## config.mk

```make
export PLATFORM = sky130hd
export DESIGN_NAME = seg7_scan_mux
export DESIGN_NICKNAME = d
export VERILOG_FILES = /design/src/rtl/seg7_scan_mux.sv
export SDC_FILE = /design/constraint.sdc
export NUM_CORES = 1
export LEC_CHECK = 0
export CORE_AREA = 2 2 73 75
export DETAILED_ROUTE_END_ITERATION = 10
export DIE_AREA = 0 0 75 77
export PLACE_DENSITY = 0.85
export SYNTH_ARGS = -nofsm -noshare
export SYNTH_HDL_FRONTEND = slang
export SYNTH_SLANG_ARGS = --single-unit
```

## constraint.sdc

```tcl
create_clock -name clk -period 4.1 [get_ports clk]
set_input_delay 0.82 -clock clk [delete_from_list [all_inputs] [get_ports clk]]
set_output_delay 0.82 -clock clk [all_outputs]
set_load 0.02 [all_outputs]
```

## src/rtl/seg7_scan_mux.sv

```systemverilog
// Scan driver for a common-anode multi-digit 7-segment display: one BCD nibble plus an active-low digit enable per
// slot, a blank cycle at every digit change, and frame-aligned display updates. Optional: SEG7_LEADING_ZERO_BLANK_EN.
module seg7_scan_mux #(
  parameter int NUM_DIGITS = 4,
  parameter int PRESCALE   = 50000
) (
  input  logic                    clk,
  input  logic                    rst_n,
  input  logic                    en,
  input  logic                    load,
  input  logic [4*NUM_DIGITS-1:0] digits_in,
  output logic [3:0]              bcd,
  output logic [NUM_DIGITS-1:0]   an,
  output logic                    frame_start
);

  localparam int PW = $clog2(PRESCALE);
  localparam int IW = $clog2(NUM_DIGITS);
  localparam logic [PW-1:0] PRE_LAST = PW'(PRESCALE - 1);
  localparam logic [IW-1:0] IDX_LAST = IW'(NUM_DIGITS - 1);
  localparam logic [NUM_DIGITS-1:0] ONE_HOT0 = NUM_DIGITS'(1);

  logic [PW-1:0]           pre_q, pre_d;
  logic [IW-1:0]           idx_q, idx_d;
  logic [4*NUM_DIGITS-1:0] pend_q, pend_d;
  logic                    pend_v_q, pend_v_d;
  logic [4*NUM_DIGITS-1:0] disp_q, disp_d;
  logic                    armed_q, armed_d;
  logic [3:0]              bcd_q, bcd_d;
  logic [NUM_DIGITS-1:0]   an_q, an_d;
  logic                    fs_q, fs_d;
  logic                    tick, boundary;

  function automatic logic [3:0] digit_nibble(input logic [4*NUM_DIGITS-1:0] v,
                                              input logic [IW-1:0] i);
    logic [3:0] nib;
    nib = v[4*i +: 4];
`ifdef SEG7_LEADING_ZERO_BLANK_EN
    begin
      logic zero_above;
      zero_above = 1'b1;
      for (int k = 0; k < NUM_DIGITS; k++) begin
        if (k >= int'(i) && v[4*k +: 4] != 4'h0) zero_above = 1'b0;
      end
      if (i != '0 && zero_above) nib = 4'hF;
    end
`endif
    return nib;
  endfunction

  always_comb begin
    tick     = en && (pre_q == PRE_LAST);
    boundary = tick && (idx_q == IDX_LAST);
    pre_d    = pre_q;
    idx_d    = idx_q;
    pend_d   = pend_q;
    pend_v_d = pend_v_q;
    disp_d   = disp_q;
    armed_d  = armed_q | tick;
    bcd_d    = bcd_q;
    an_d     = '1;
    fs_d     = 1'b0;

    if (en) pre_d = tick ? '0 : pre_q + PW'(1);
    if (tick) idx_d = (idx_q == IDX_LAST) ? '0 : idx_q + IW'(1);

    // A load landing on the boundary bypasses pend so it is visible one cycle later.
    if (boundary && load) begin
      disp_d   = digits_in;
      pend_v_d = 1'b0;
    end else if (boundary && pend_v_q) begin
      disp_d   = pend_q;
      pend_v_d = 1'b0;
    end else if (load) begin
      pend_d   = digits_in;
      pend_v_d = 1'b1;
    end

    // The tick cycle itself is the blank slot; the new digit lights one cycle later.
    if (en && armed_q && !tick) an_d = ~(ONE_HOT0 << idx_q);
    if (tick) begin
      bcd_d = digit_nibble(disp_d, idx_d);
      fs_d  = (idx_d == '0);
    end
  end

  always_ff @(posedge clk or negedge rst_n) begin
    if (!rst_n) begin
      pre_q    <= '0;
      idx_q    <= '0;
      pend_q   <= '1;
      pend_v_q <= 1'b0;
      disp_q   <= '1;
      armed_q  <= 1'b0;
      bcd_q    <= 4'hF;
      an_q     <= '1;
      fs_q     <= 1'b0;
    end else begin
      pre_q    <= pre_d;
      idx_q    <= idx_d;
      pend_q   <= pend_d;
      pend_v_q <= pend_v_d;
      disp_q   <= disp_d;
      armed_q  <= armed_d;
      bcd_q    <= bcd_d;
      an_q     <= an_d;
      fs_q     <= fs_d;
    end
  end

  assign bcd         = bcd_q;
  assign an          = an_q;
  assign frame_start = fs_q;

endmodule

```

### After elaboration in Yosys (flattened, before gate mapping)

Index checks and enable logic that the tools add are counted.

* bits in registers: 61
* word-level logic and storage cells: 39

* mux-type cells: 10
* shift-type cells: 2
* add/subtract/negate cells: 2
* reductions and logical operators: 10
* equality and inequality tests: 2
* bitwise logic cells: 4

Operators by type and width (number)
* $mux 16: 3
* $add 16x1->16 const B: 1
* $eq 16x16->1 const B: 1
* $shiftx 16x5->4: 1
* $logic_and 1x1->1: 6
* $mux 1: 4
* $mux 2: 2
* $mux 4: 1
* $not 4->4: 1
* $shl 1x2->4 const A: 1
* $reduce_and 3->1: 1
* $reduce_bool 3->1: 1
* $add 2x1->2 const B: 1
* $eq 2x2->1 const B: 1
* $logic_not 2->1: 1
* $not 1->1: 2
* $logic_not 1->1: 1
* $or 1x1->1: 1

### Longest topological paths before layout

Gate-level depths: netlist of the first run.

* word-level depth: 7
* gate-level depth with buffers: 9
* mapped depth without buffers: 7

### Worst setup path before layout of the first run

OpenSTA, ideal clock, no wires.

* path kind: input to register
* start: in en
* end: reg bcd_q[0] (netlist: bcd[0])
* setup time: 0.100 ns
* data arrival time: 2.357 ns
* data required time: 4.000 ns
* buffers on the path: 1
* slack: 1.643 ns
* stages on the path: 7
* path through: nand4_1 > or4_1 > clkbuf_2 > or2_4 > a22o_2 > a21oi_2 > a221oi_1

* longest elaborated chain between the ends: 6

Ends and longest elaborated chain
* from (decl): RTL line 9 `input logic en,`
* $logic_and 1x1->1 (*): RTL line 52 `tick = en && (pre_q == PRE_LAST);`
* $logic_and 1x1->1: RTL line 53 `boundary = tick && (idx_q == IDX_LAST);`
* $logic_and 1x1->1: RTL line 71 `end else if (boundary && pend_v_q) begin`
* $mux 16: RTL line 71
* $mux 16: RTL line 68 `if (boundary && load) begin`
* $shiftx 16x5->4: RTL line 37 `nib = v[4*i +: 4];`
* to (signal assigned): RTL line 95 `bcd_q <= 4'hF;`
* to (signal assigned): RTL line 105 `bcd_q <= bcd_d;`
* to (decl): RTL line 29 `logic [3:0] bcd_q, bcd_d;`

Mark *: on every way between the ends. The rest lies on a longest branch, timed or not.
A chain may end at the register's enable or synchronous reset.

### Final worst setup path of the first run

* start: in en
* end: reg bcd_q[1] (netlist: bcd[1])

* longest elaborated chain between the ends: 6

Ends and longest elaborated chain
* $logic_and 1x1->1 (*): RTL line 52
* $logic_and 1x1->1 (*): RTL line 53
* $logic_and 1x1->1: RTL line 71
* $mux 16: RTL line 71
* $mux 16 (*): RTL line 68
* named net disp_d[9]: RTL line 27 `logic [4*NUM_DIGITS-1:0] disp_q, disp_d;`
* $shiftx 16x5->4 (*): RTL line 37

The timed path passes the listed nets; every way through them passes the cells marked *.

==> impl_metrics.env, run 1 <==
export IMPL_status="complete, no violations"
export IMPL_rsz0062_at_grt="false"
export IMPL_drc=0
export IMPL_cts_setup_buffers=0
export IMPL_drt_iter0_markers=192
export IMPL_drive_above_1_share_pct=27.5
export IMPL_final_nets=322
export IMPL_drv_slew=0
export IMPL_synth_cells=264
export IMPL_antenna_cells=0
export IMPL_portBuffers=28
export IMPL_rows=26
export IMPL_setup_viol=0
export IMPL_avgViaCountPerCell=5.71
export IMPL_netlist_area_sq_um=2940
export IMPL_core_area_sq_um=4980
export IMPL_finClkSkew_ns=0.00950
export IMPL_start_kind="primary input"
export IMPL_die_w_microns=75
export IMPL_vias=2124
export IMPL_gr_total_overflow=0
export IMPL_wl_per_cell_microns=16.1
export IMPL_grt_usage_pct=23.9
export IMPL_timing_rr_start="pre_q[10]"
export IMPL_ioPinCount=29
export IMPL_cts_root_buf="clkbuf_8"
export IMPL_place_ws_ns=0.660
export IMPL_synth_top_area_share_pct=35.8
export IMPL_fin_ws_ns=0.987
export IMPL_cts_tree="yes"
export IMPL_hpwl_microns=4140
export IMPL_finalCritPeriodShare_pct=75.9
export IMPL_rr_endpoint="bcd[1]"
export IMPL_yosysUniqueCellTypes=53
export IMPL_gp_congestion=0.887
export IMPL_peakVddDrop_mv=0.294
export IMPL_drv_cap=0
export IMPL_crit_buf_inv=1
export IMPL_relSlewSlack_pct=54.0
export IMPL_powerDensity_nw_per_um2=385
export IMPL_worstPathMaxFanout=16
export IMPL_ys_seq_area_share_pct=53.7
export IMPL_cts_clk_slew_worst_paths_ns=0.06
export IMPL_grt_max_degree=37
export IMPL_cts_buffers_inserted=9
export IMPL_hold_start="pend_q[7]"
export IMPL_end_kind="flop"
export IMPL_grt_pass1_vias=2165
export IMPL_hold_viol_final=0
export IMPL_tns_ns=0
export IMPL_min_path_type="reg -> reg"
export IMPL_clock_latency_ns=0.33
export IMPL_start_util_pct=59.0
export IMPL_cp_top_family="simple AND/OR/NAND/NOR gates"
export IMPL_min_path_cells=2
export IMPL_ctsLongestPathBuffers=2
export IMPL_max_freq_ghz=0.321
export IMPL_total_power_mw=1.32
export IMPL_crit_required_ns=4.35
export IMPL_ys_ff_latch=61
export IMPL_flow_area_growth_from_synthesis_pct=17.0
export IMPL_worst_hold_path_endpoint="disp_q[7]"
export IMPL_ctsResizeCount=0
export IMPL_critPathMaxStageDelay_ns=0.80
export IMPL_synth_nets=289
export IMPL_path_class="in -> reg"
export IMPL_min_period_ns=3.11
export IMPL_wirelength_microns=6000
export IMPL_ys_warn_count=0
export IMPL_first_pass_iters=4
export IMPL_ys_top_cells_by_area="dfstp_2 36%, dfrtp_1 18%, mux2_2 5.4%"
export IMPL_cts_sinks=61
export IMPL_die_area_sq_um=5780
export IMPL_tightest_slew_ns=0.684
export IMPL_grt_first_pass_wirelength_microns=10500
export IMPL_antenna_found_initial=0
export IMPL_avgSynthCellArea_sq_um=11.1
export IMPL_p_leak_nw=1.45
export IMPL_ant_nets=0
export IMPL_path_cells="clkdlybuf4s50_1 -> nand4_1 -> or4_1 -> o21a_1 -> a221o_1 -> o21ai_1 -> o21ba_1"
export IMPL_r2r_slack_ns=1.31
export IMPL_yosys_area_top_type="dfstp_2"
export IMPL_holdBufCountCts=0
export IMPL_crit_arrival_ns=3.37
export IMPL_critPathSlowestCell="or4_1"
export IMPL_die_h_microns=77
export IMPL_htree_levels=3
export IMPL_ff2ff_path_depth=6
Yosys cell counts, drive strengths merged:
| cell type | count |
|---|---|
| inv | 11 |
| o21ba | 1 |
| xor2 | 7 |
| ha | 5 |
| o41ai | 3 |
| and4 | 2 |
| nand2b | 1 |
| buf | 6 |
| nand4 | 3 |
| a22oi | 6 |
| a41oi | 1 |
| nor4b | 1 |
| a21oi | 3 |
| nand2 | 35 |
| a221oi | 4 |
| o22ai | 1 |
| or4 | 3 |
| nand4bb | 1 |
| dfstp | 40 |
| or2 | 2 |
| or3 | 1 |
| o21ai | 20 |
| nor3 | 4 |
| and2 | 1 |
| o21a | 4 |
| nor2b | 5 |
| nor4 | 3 |
| a22o | 2 |
| a211oi | 2 |
| a221o | 2 |
| a31oi | 3 |
| dfrtp | 21 |
| mux2 | 14 |
| nand4b | 1 |
| a211o | 3 |
| nand3 | 7 |
| clkbuf | 4 |
| and3 | 8 |
| nor2 | 16 |
| xnor2 | 7 |
cell families (layout without fill, tap and decap cells):
kind of cell             after synthesis  after routing  synth area share (%)
adder cells (fa/ha/maj)                5              5                  2.13
multiplexers                          14             14                  5.37
flip-flops                            61             61                  53.7
XOR/XNOR                              14             14                  4.18
buffers and inverters                 21             59                  3.83
AND/OR/NAND/NOR                       94             94                  17.6
AO/OA/AOI/OAI                         55             55                  13.3
power breakdown:
group	switching [mW]	leakage, nW	internal, mW
Clock	0.211	0.0887	0.281
Sequential	0.0447	0.689	0.662
Combinational	0.0600	0.670	0.0650
state kept, by name, indices dropped and copies added, names as in the netlist:
register,cells
disp_q,16
pend_q,16
pre_q,16
an,4
bcd,4
idx_q,2
armed_q,1
frame_start,1
pend_v_q,1
how the worst max path moves through the flow:
stage / end / cells after the start / startpoint / slack [ns]
floorplan: bcd[0] / 7 / en / 1.64
finish: bcd[1] / 7 / en / 0.99
CTS: bcd[1] / 7 / en / 1.02
global placement: bcd[0] / 7 / en / 0.74
global route: bcd[3] / 7 / en / 0.80
detailed placement: bcd[2] / 7 / en / 0.66
cell usage in the layout, fill, tap and decap left out, types with 2 or more instances in the layout:
master,Yosys,routed
a221o_1,2,2
a221oi_1,4,4
clkbuf_1,2,5
or4_1,2,2
xor2_1,7,7
clkdlybuf4s50_1,0,27
and3_1,7,7
nor2b_1,5,5
o21a_1,4,4
buf_4,1,4
clkbuf_8,1,9
a211oi_1,2,2
o41ai_1,3,3
nand2_1,35,35
dfrtp_1,21,21
dfstp_2,40,40
a21oi_2,2,2
a211o_1,3,3
nand3_1,7,7
mux2_2,14,14
a31oi_1,3,3
xnor2_1,7,7
nor3_1,3,3
o21ai_0,19,19
inv_1,11,11
nand4_1,3,3
nor4_1,2,2
nor2_1,16,16
a22o_2,2,2
a22oi_1,5,5
ha_1,5,5
cell type report:
type                            instances  area (sq um)
Clock inverter                          2          35.0
Multi-Input combinational cell        182          1250
Tap cell                               70          87.6
Timing Repair Buffer                   32           305
Inverter                               11          41.3
Sequential cell                        61          1580
Fill cell                             367          1540
Clock buffer                           14           143
tightest hold or removal path, stage by stage, from the launching register on:
cell and delay, ns:
dfstp_2 0.37, nand2_1 0.05, nand2_1 0.04
routing by layer:
layer	global-route usage (%)	vias up	wire (microns)
met1	34.1	1034	2740
met3	5.26	13	265
met5	0	-	0
met4	9.82	0	135
met2	35.3	61	2860
li1	-	1016	-
stage by stage:
| stage | hold WS, ns | instances | util (%) | cell area [sq um] |
|---|---|---|---|---|
| 6_report | 0.467 | 372 | 69.0 | 3440 |
| 3_3_place_gp | 0.445 | 356 | 65.5 | 3260 |
| 4_1_cts | 0.466 | 372 | 69.0 | 3440 |
| 3_5_place_dp | 0.448 | 356 | 65.5 | 3260 |
| 2_1_floorplan | 0.426 | 264 | - | 2940 |
| 5_1_grt | 0.476 | 372 | 69.0 | 3440 |
No activity file was read; power rests on OpenSTA's default activity.
==> inputs of run 2 (changes only) <==
CORE_AREA = 2 2 79 81   (was 2 2 73 75)
DIE_AREA = 0 0 81 83   (was 0 0 75 77)
PLACE_DENSITY = 0.77   (was 0.85)
clock period = 2.8 ns   (was 4.1 ns; I/O delays follow)
==> run 2 against run 1 <==
Critical path depth down 1. Flip-flop and latch count unchanged. Global-route usage down 3.2 points. Via count up 3.0%. Critical endpoint is now bcd[3].
==> impl_metrics.env, run 2 (synthesis gave the netlist of run 1 again) <==
export IMPL_tightest_slew_ns=0.762
export IMPL_hpwl_microns=4480
export IMPL_wl_per_cell_microns=16.0
export IMPL_portBuffers=28
export IMPL_finalCritPeriodShare_pct=96.0
export IMPL_end_kind="flop"
export IMPL_holdBufCountCts=0
export IMPL_cts_root_buf="clkbuf_8"
export IMPL_final_cells=392
export IMPL_status="complete, no violations"
export IMPL_min_period_ns=2.69
export IMPL_rsz0062_at_grt="false"
export IMPL_peakVddDrop_mv=0.322
export IMPL_max_freq_ghz=0.372
export IMPL_hold_viol_final=0
export IMPL_clock_latency_ns=0.33
export IMPL_antenna_cells=0
export IMPL_clkPwrFrac_pct=41.7
export IMPL_setup_viol=0
export IMPL_start_kind="flop"
export IMPL_final_common_cell="dfstp_2"
export IMPL_ioPinCount=29
export IMPL_min_path_type="in -> async"
export IMPL_die_h_microns=83
export IMPL_switchingPower_mw=0.481
export IMPL_crit_arrival_ns=2.95
export IMPL_multi_input_area_sq_um=1250
export IMPL_cts_tree="yes"
export IMPL_cts_clk_slew_worst_paths_ns=0.07
export IMPL_seq_power_share_pct=49.2
export IMPL_crit_required_ns=3.06
export IMPL_cts_sinks=61
export IMPL_cts_setup_buffers=0
export IMPL_drc=0
export IMPL_drv_cap=0
export IMPL_finClkSkew_ns=0.00774
export IMPL_gr_total_overflow=0
export IMPL_tns_ns=0
export IMPL_regArea_sq_um=1580
export IMPL_p_leak_nw=1.55
export IMPL_wirelength_microns=6270
export IMPL_grt_max_degree=33
export IMPL_path_class="reg -> reg"
export IMPL_flow_area_growth_from_synthesis_pct=22.7
export IMPL_gp_congestion=0.890
export IMPL_switching_share_pct=22.9
export IMPL_vias=2188
export IMPL_first_pass_iters=4
export IMPL_drv_slew=0
export IMPL_grt_pass1_vias=2140
export IMPL_avgViaCountPerCell=5.58
export IMPL_n_fill_cell=480
export IMPL_start_util_pct=50.5
export IMPL_reg_top3="disp_q: 16 flops, pend_q: 16 flops, pre_q: 16 flops"
export IMPL_die_area_sq_um=6720
export IMPL_worstPathMaxFanout=8
export IMPL_ctsLongestPathBuffers=2
export IMPL_antenna_found_initial=0
export IMPL_rows=28
export IMPL_ant_nets=0
export IMPL_p_int_mw=1.62
export IMPL_cts_buffers_inserted=9
export IMPL_final_nets=337
export IMPL_dp_cells=376
export IMPL_core_area_sq_um=5820
export IMPL_drt_iter0_markers=153
export IMPL_relSlewSlack_pct=48.7
export IMPL_die_w_microns=81
export IMPL_htree_levels=3
export IMPL_grt_usage_pct=20.7
export IMPL_fin_hold_ws_ns=0.284
export IMPL_power_frac_comb_pct=9.1
export IMPL_final_cell_mix="40 x dfstp_2, 35 x nand2_1, 27 x clkdlybuf4s50_1"
export IMPL_grt_first_pass_wirelength_microns=10600
export IMPL_total_power_mw=2.10
export IMPL_ctsResizeCount=0
export IMPL_powerDensity_nw_per_um2=583
export IMPL_drive_above_1_share_pct=32.2
run 2: cell count changes in the layout (fill, tap and decap cells not counted), sizes merged:
cell    previous run  this run
clkinv             1         2
buf                5        20
clkbuf            14        12
bufinv             1         2
run 2: final timing paths:
path,from,end,slack (ns),depth (start not counted)
min in group clk,pend_q[7],disp_q[7],0.46,2
min reg2reg,pend_q[7],disp_q[7],0.46,2
min,rst_n,pre_q[12],0.28,1
max reg2reg,pre_q[10],bcd[3],0.11,6
max in group asynchronous,rst_n,disp_q[13],1.76,2
max,pre_q[10],bcd[3],0.11,6
run 2: metrics by stage:
step	worst slack (ns)	util, %	area (sq um)
2_1_floorplan	0.352	-	2940
3_3_place_gp	0.00873	58.1	3380
3_5_place_dp	0.00230	58.1	3380
4_1_cts	0.122	61.9	3600
5_1_grt	0.00822	61.9	3600
6_report	0.111	61.9	3600
run 2: worst max-delay path, stage by stage, from the launching register on:
cell     delay [ns]
dfrtp_1        0.41
or4_4          0.60
or4_1          0.72
or2_4          0.35
a22oi_2        0.23
nor4b_4        0.23
nor3_1         0.08
run 2: cell type report:
| type | count | share of cell area [%] |
|---|---|---|
| clock buffer | 12 | 4.31 |
| clock inverter | 4 | 1.95 |
| inverter | 11 | 1.15 |
| multi-input combinational | 182 | 34.6 |
| sequential | 61 | 43.8 |
| tap | 75 | 2.61 |
| timing repair buffer | 47 | 11.6 |
run 2: power by group through the flow:
stage | combinational, mW | clock [mW] | sequential, mW
2_1_floorplan | 0.113 | 0 | 1.03
3_3_place_gp | 0.184 | 0 | 1.04
3_5_place_dp | 0.189 | 0 | 1.05
4_1_cts | 0.193 | 0.891 | 1.03
5_1_grt | 0.212 | 0.933 | 1.04
6_report | 0.191 | 0.875 | 1.03
run 2: per-layer routing:
metal	routed length, microns	track usage [%]	part of all wire (%)	up-vias
met5	0	0	0	-
met4	132	8.94	2.1	0
met3	315	4.24	5.0	12
met2	2850	30.2	45	60
met1	2970	29.8	47	1069
li1	-	-	-	1047
==> inputs of run 3 (changes only) <==
REMOVE_ABC_BUFFERS = 1   (was not set)
==> run 3 against run 2 <==
Count of clock-buffer cells in the layout stayed put. Non-clock buffer count is 3 lower. Worst hold slack better by 0.078 ns. First-iteration DRC count is 4.6% lower. Sequential share of layout area is 0.28 points higher. Clock skew is 0.0028 ns lower.
==> impl_metrics.env, run 3 (synthesis gave the netlist of run 1 again) <==
export IMPL_status="complete, no violations"
export IMPL_cts_sinks=61
export IMPL_hold_viol_final=0
export IMPL_hpwl_microns=4380
export IMPL_max_freq_ghz=0.376
export IMPL_critPathSlowestCell="or4_1"
export IMPL_stdcell_area_sq_um=3580
export IMPL_ant_nets=0
export IMPL_die_area_sq_um=6720
export IMPL_relSlewSlack_pct=49.9
export IMPL_cts_buffers_inserted=9
export IMPL_ctsLongestPathBuffers=2
export IMPL_final_common_cell="dfstp_2"
export IMPL_grt_usage_pct=20.9
export IMPL_fin_hold_ws_ns=0.362
export IMPL_path_cells="or4_4 -> or4_1 -> buf_4 -> nor3_1 -> inv_1 -> o21ai_0 -> nor3_1"
export IMPL_cp_top_family="simple AND/OR/NAND/NOR gates"
export IMPL_ctsResizeCount=0
export IMPL_clock_latency_ns=0.35
export IMPL_first_pass_iters=5
export IMPL_wirelength_microns=6220
export IMPL_seq_power_share_pct=49.1
export IMPL_p_leak_nw=1.53
export IMPL_drc=0
export IMPL_setup_viol=0
export IMPL_met3_length_microns=319
export IMPL_flow_area_growth_from_synthesis_pct=21.9
export IMPL_place_ws_ns=-0.00287
export IMPL_min_period_ns=2.66
export IMPL_switchingPower_mw=0.493
export IMPL_ioPinCount=29
export IMPL_end_kind="flop"
export IMPL_gr_total_overflow=0
export IMPL_cts_setup_buffers=0
export IMPL_drt_iter0_markers=146
export IMPL_start_util_pct=50.5
export IMPL_holdBufCountCts=0
export IMPL_rsz0062_at_grt="false"
export IMPL_vias=2168
export IMPL_grt_pass1_vias=2100
export IMPL_antenna_cells=0
export IMPL_htree_levels=3
export IMPL_final_cells=389
export IMPL_placed_cell_area_sq_um=3350
export IMPL_wl_met1_microns=2930
export IMPL_powerDensity_nw_per_um2=589
export IMPL_clkPwrFrac_pct=41.9
export IMPL_n_fill_cell=485
export IMPL_finalCritPeriodShare_pct=95.0
export IMPL_worstPathMaxFanout=8
export IMPL_peakVddDrop_mv=0.398
export IMPL_wl_met2_microns=2790
export IMPL_start_kind="flop"
export IMPL_final_nets=334
export IMPL_finClkSkew_ns=0.00492
export IMPL_final_cell_mix="40 x dfstp_2, 35 x nand2_1, 27 x clkdlybuf4s50_1"
export IMPL_cts_clk_slew_worst_paths_ns=0.07
export IMPL_p_int_mw=1.61
export IMPL_multi_input_area_sq_um=1250
export IMPL_total_power_mw=2.11
export IMPL_cpMostUsedCell="nor3_1"
export IMPL_tns_ns=0
export IMPL_utilization_pct=61.6
export IMPL_regArea_sq_um=1580
export IMPL_drive_above_1_share_pct=31.5
export IMPL_gp_congestion=0.914
export IMPL_drv_cap=0
export IMPL_crit_buf_inv=2
export IMPL_avgViaCountPerCell=5.57
export IMPL_tightest_slew_ns=0.743
export IMPL_portBuffers=28
export IMPL_power_frac_comb_pct=9.0
export IMPL_min_path_type="in -> async"
export IMPL_die_h_microns=83
export IMPL_antenna_found_initial=0
export IMPL_reg_top3="disp_q: 16 flops, pend_q: 16 flops, pre_q: 16 flops"
export IMPL_rows=28
export IMPL_wl_per_cell_microns=16.0
export IMPL_die_w_microns=81
export IMPL_grt_max_degree=62
export IMPL_cts_root_buf="clkbuf_8"
export IMPL_crit_required_ns=3.07
export IMPL_core_area_sq_um=5820
export IMPL_critPathMaxStageDelay_ns=0.71
export IMPL_drv_slew=0
export IMPL_dp_cells=373
export IMPL_switching_share_pct=23.4
export IMPL_fin_ws_ns=0.140
export IMPL_grt_first_pass_wirelength_microns=10400
export IMPL_cts_tree="yes"
export IMPL_path_class="reg -> reg"
export IMPL_crit_arrival_ns=2.93
export IMPL_highest_layer="met4"
[run 3: cell count changes in the layout (fill, tap and decap cells not counted), sizes merged]
| cell | before | now |
|---|---|---|
| buf | 20 | 17 |
[run 3: worst register-to-register path, cell delays in order (launching register included)]
cell     delay, ns
dfrtp_1       0.42
or4_4         0.60
or4_1         0.71
buf_4         0.23
nor3_1        0.25
inv_1         0.09
o21ai_0       0.19
nor3_1        0.09
[run 3: power groups by stage]
stage                     sequential, mW  combinational (mW)  clock (mW)
after detailed placement            1.05               0.187           0
after CTS                           1.03               0.191       0.900
after global placement              1.04               0.178           0
after global routing                1.04               0.213       0.943
final                               1.04               0.189       0.883
after floorplan                     1.03               0.110           0
[run 3: final timing paths]
| path | startpoint | end | slack, ns | depth (start not counted) |
|---|---|---|---|---|
| hold / removal | rst_n | pre_q[0] | 0.36 | 2 |
| setup / recovery | pre_q[10] | bcd[3] | 0.14 | 7 |
| max in group asynchronous | rst_n | pre_q[6] | 1.97 | 2 |
| min in group clk | armed_q | armed_q | 0.46 | 1 |
| setup reg to reg | pre_q[10] | bcd[3] | 0.14 | 7 |
| hold reg to reg | armed_q | armed_q | 0.46 | 1 |
[run 3: cell type report]
type                    instances  share of cell area, %
flip-flops and latches         61                   44.0
multi-input cells             182                   34.8
repair buffers                 44                   11.0
clock buffers                  12                   4.33
well taps                      75                   2.62
clock inverters                 4                   1.96
inverters                      11                   1.15
[run 3: per-layer routing]
metal  vias to the layer above  global-route usage, %
met1                      1047                   29.8
met4                         0                   12.2
met2                        65                   28.7
met5                         -                      0
met3                        18                   4.89
li1                       1038                      -
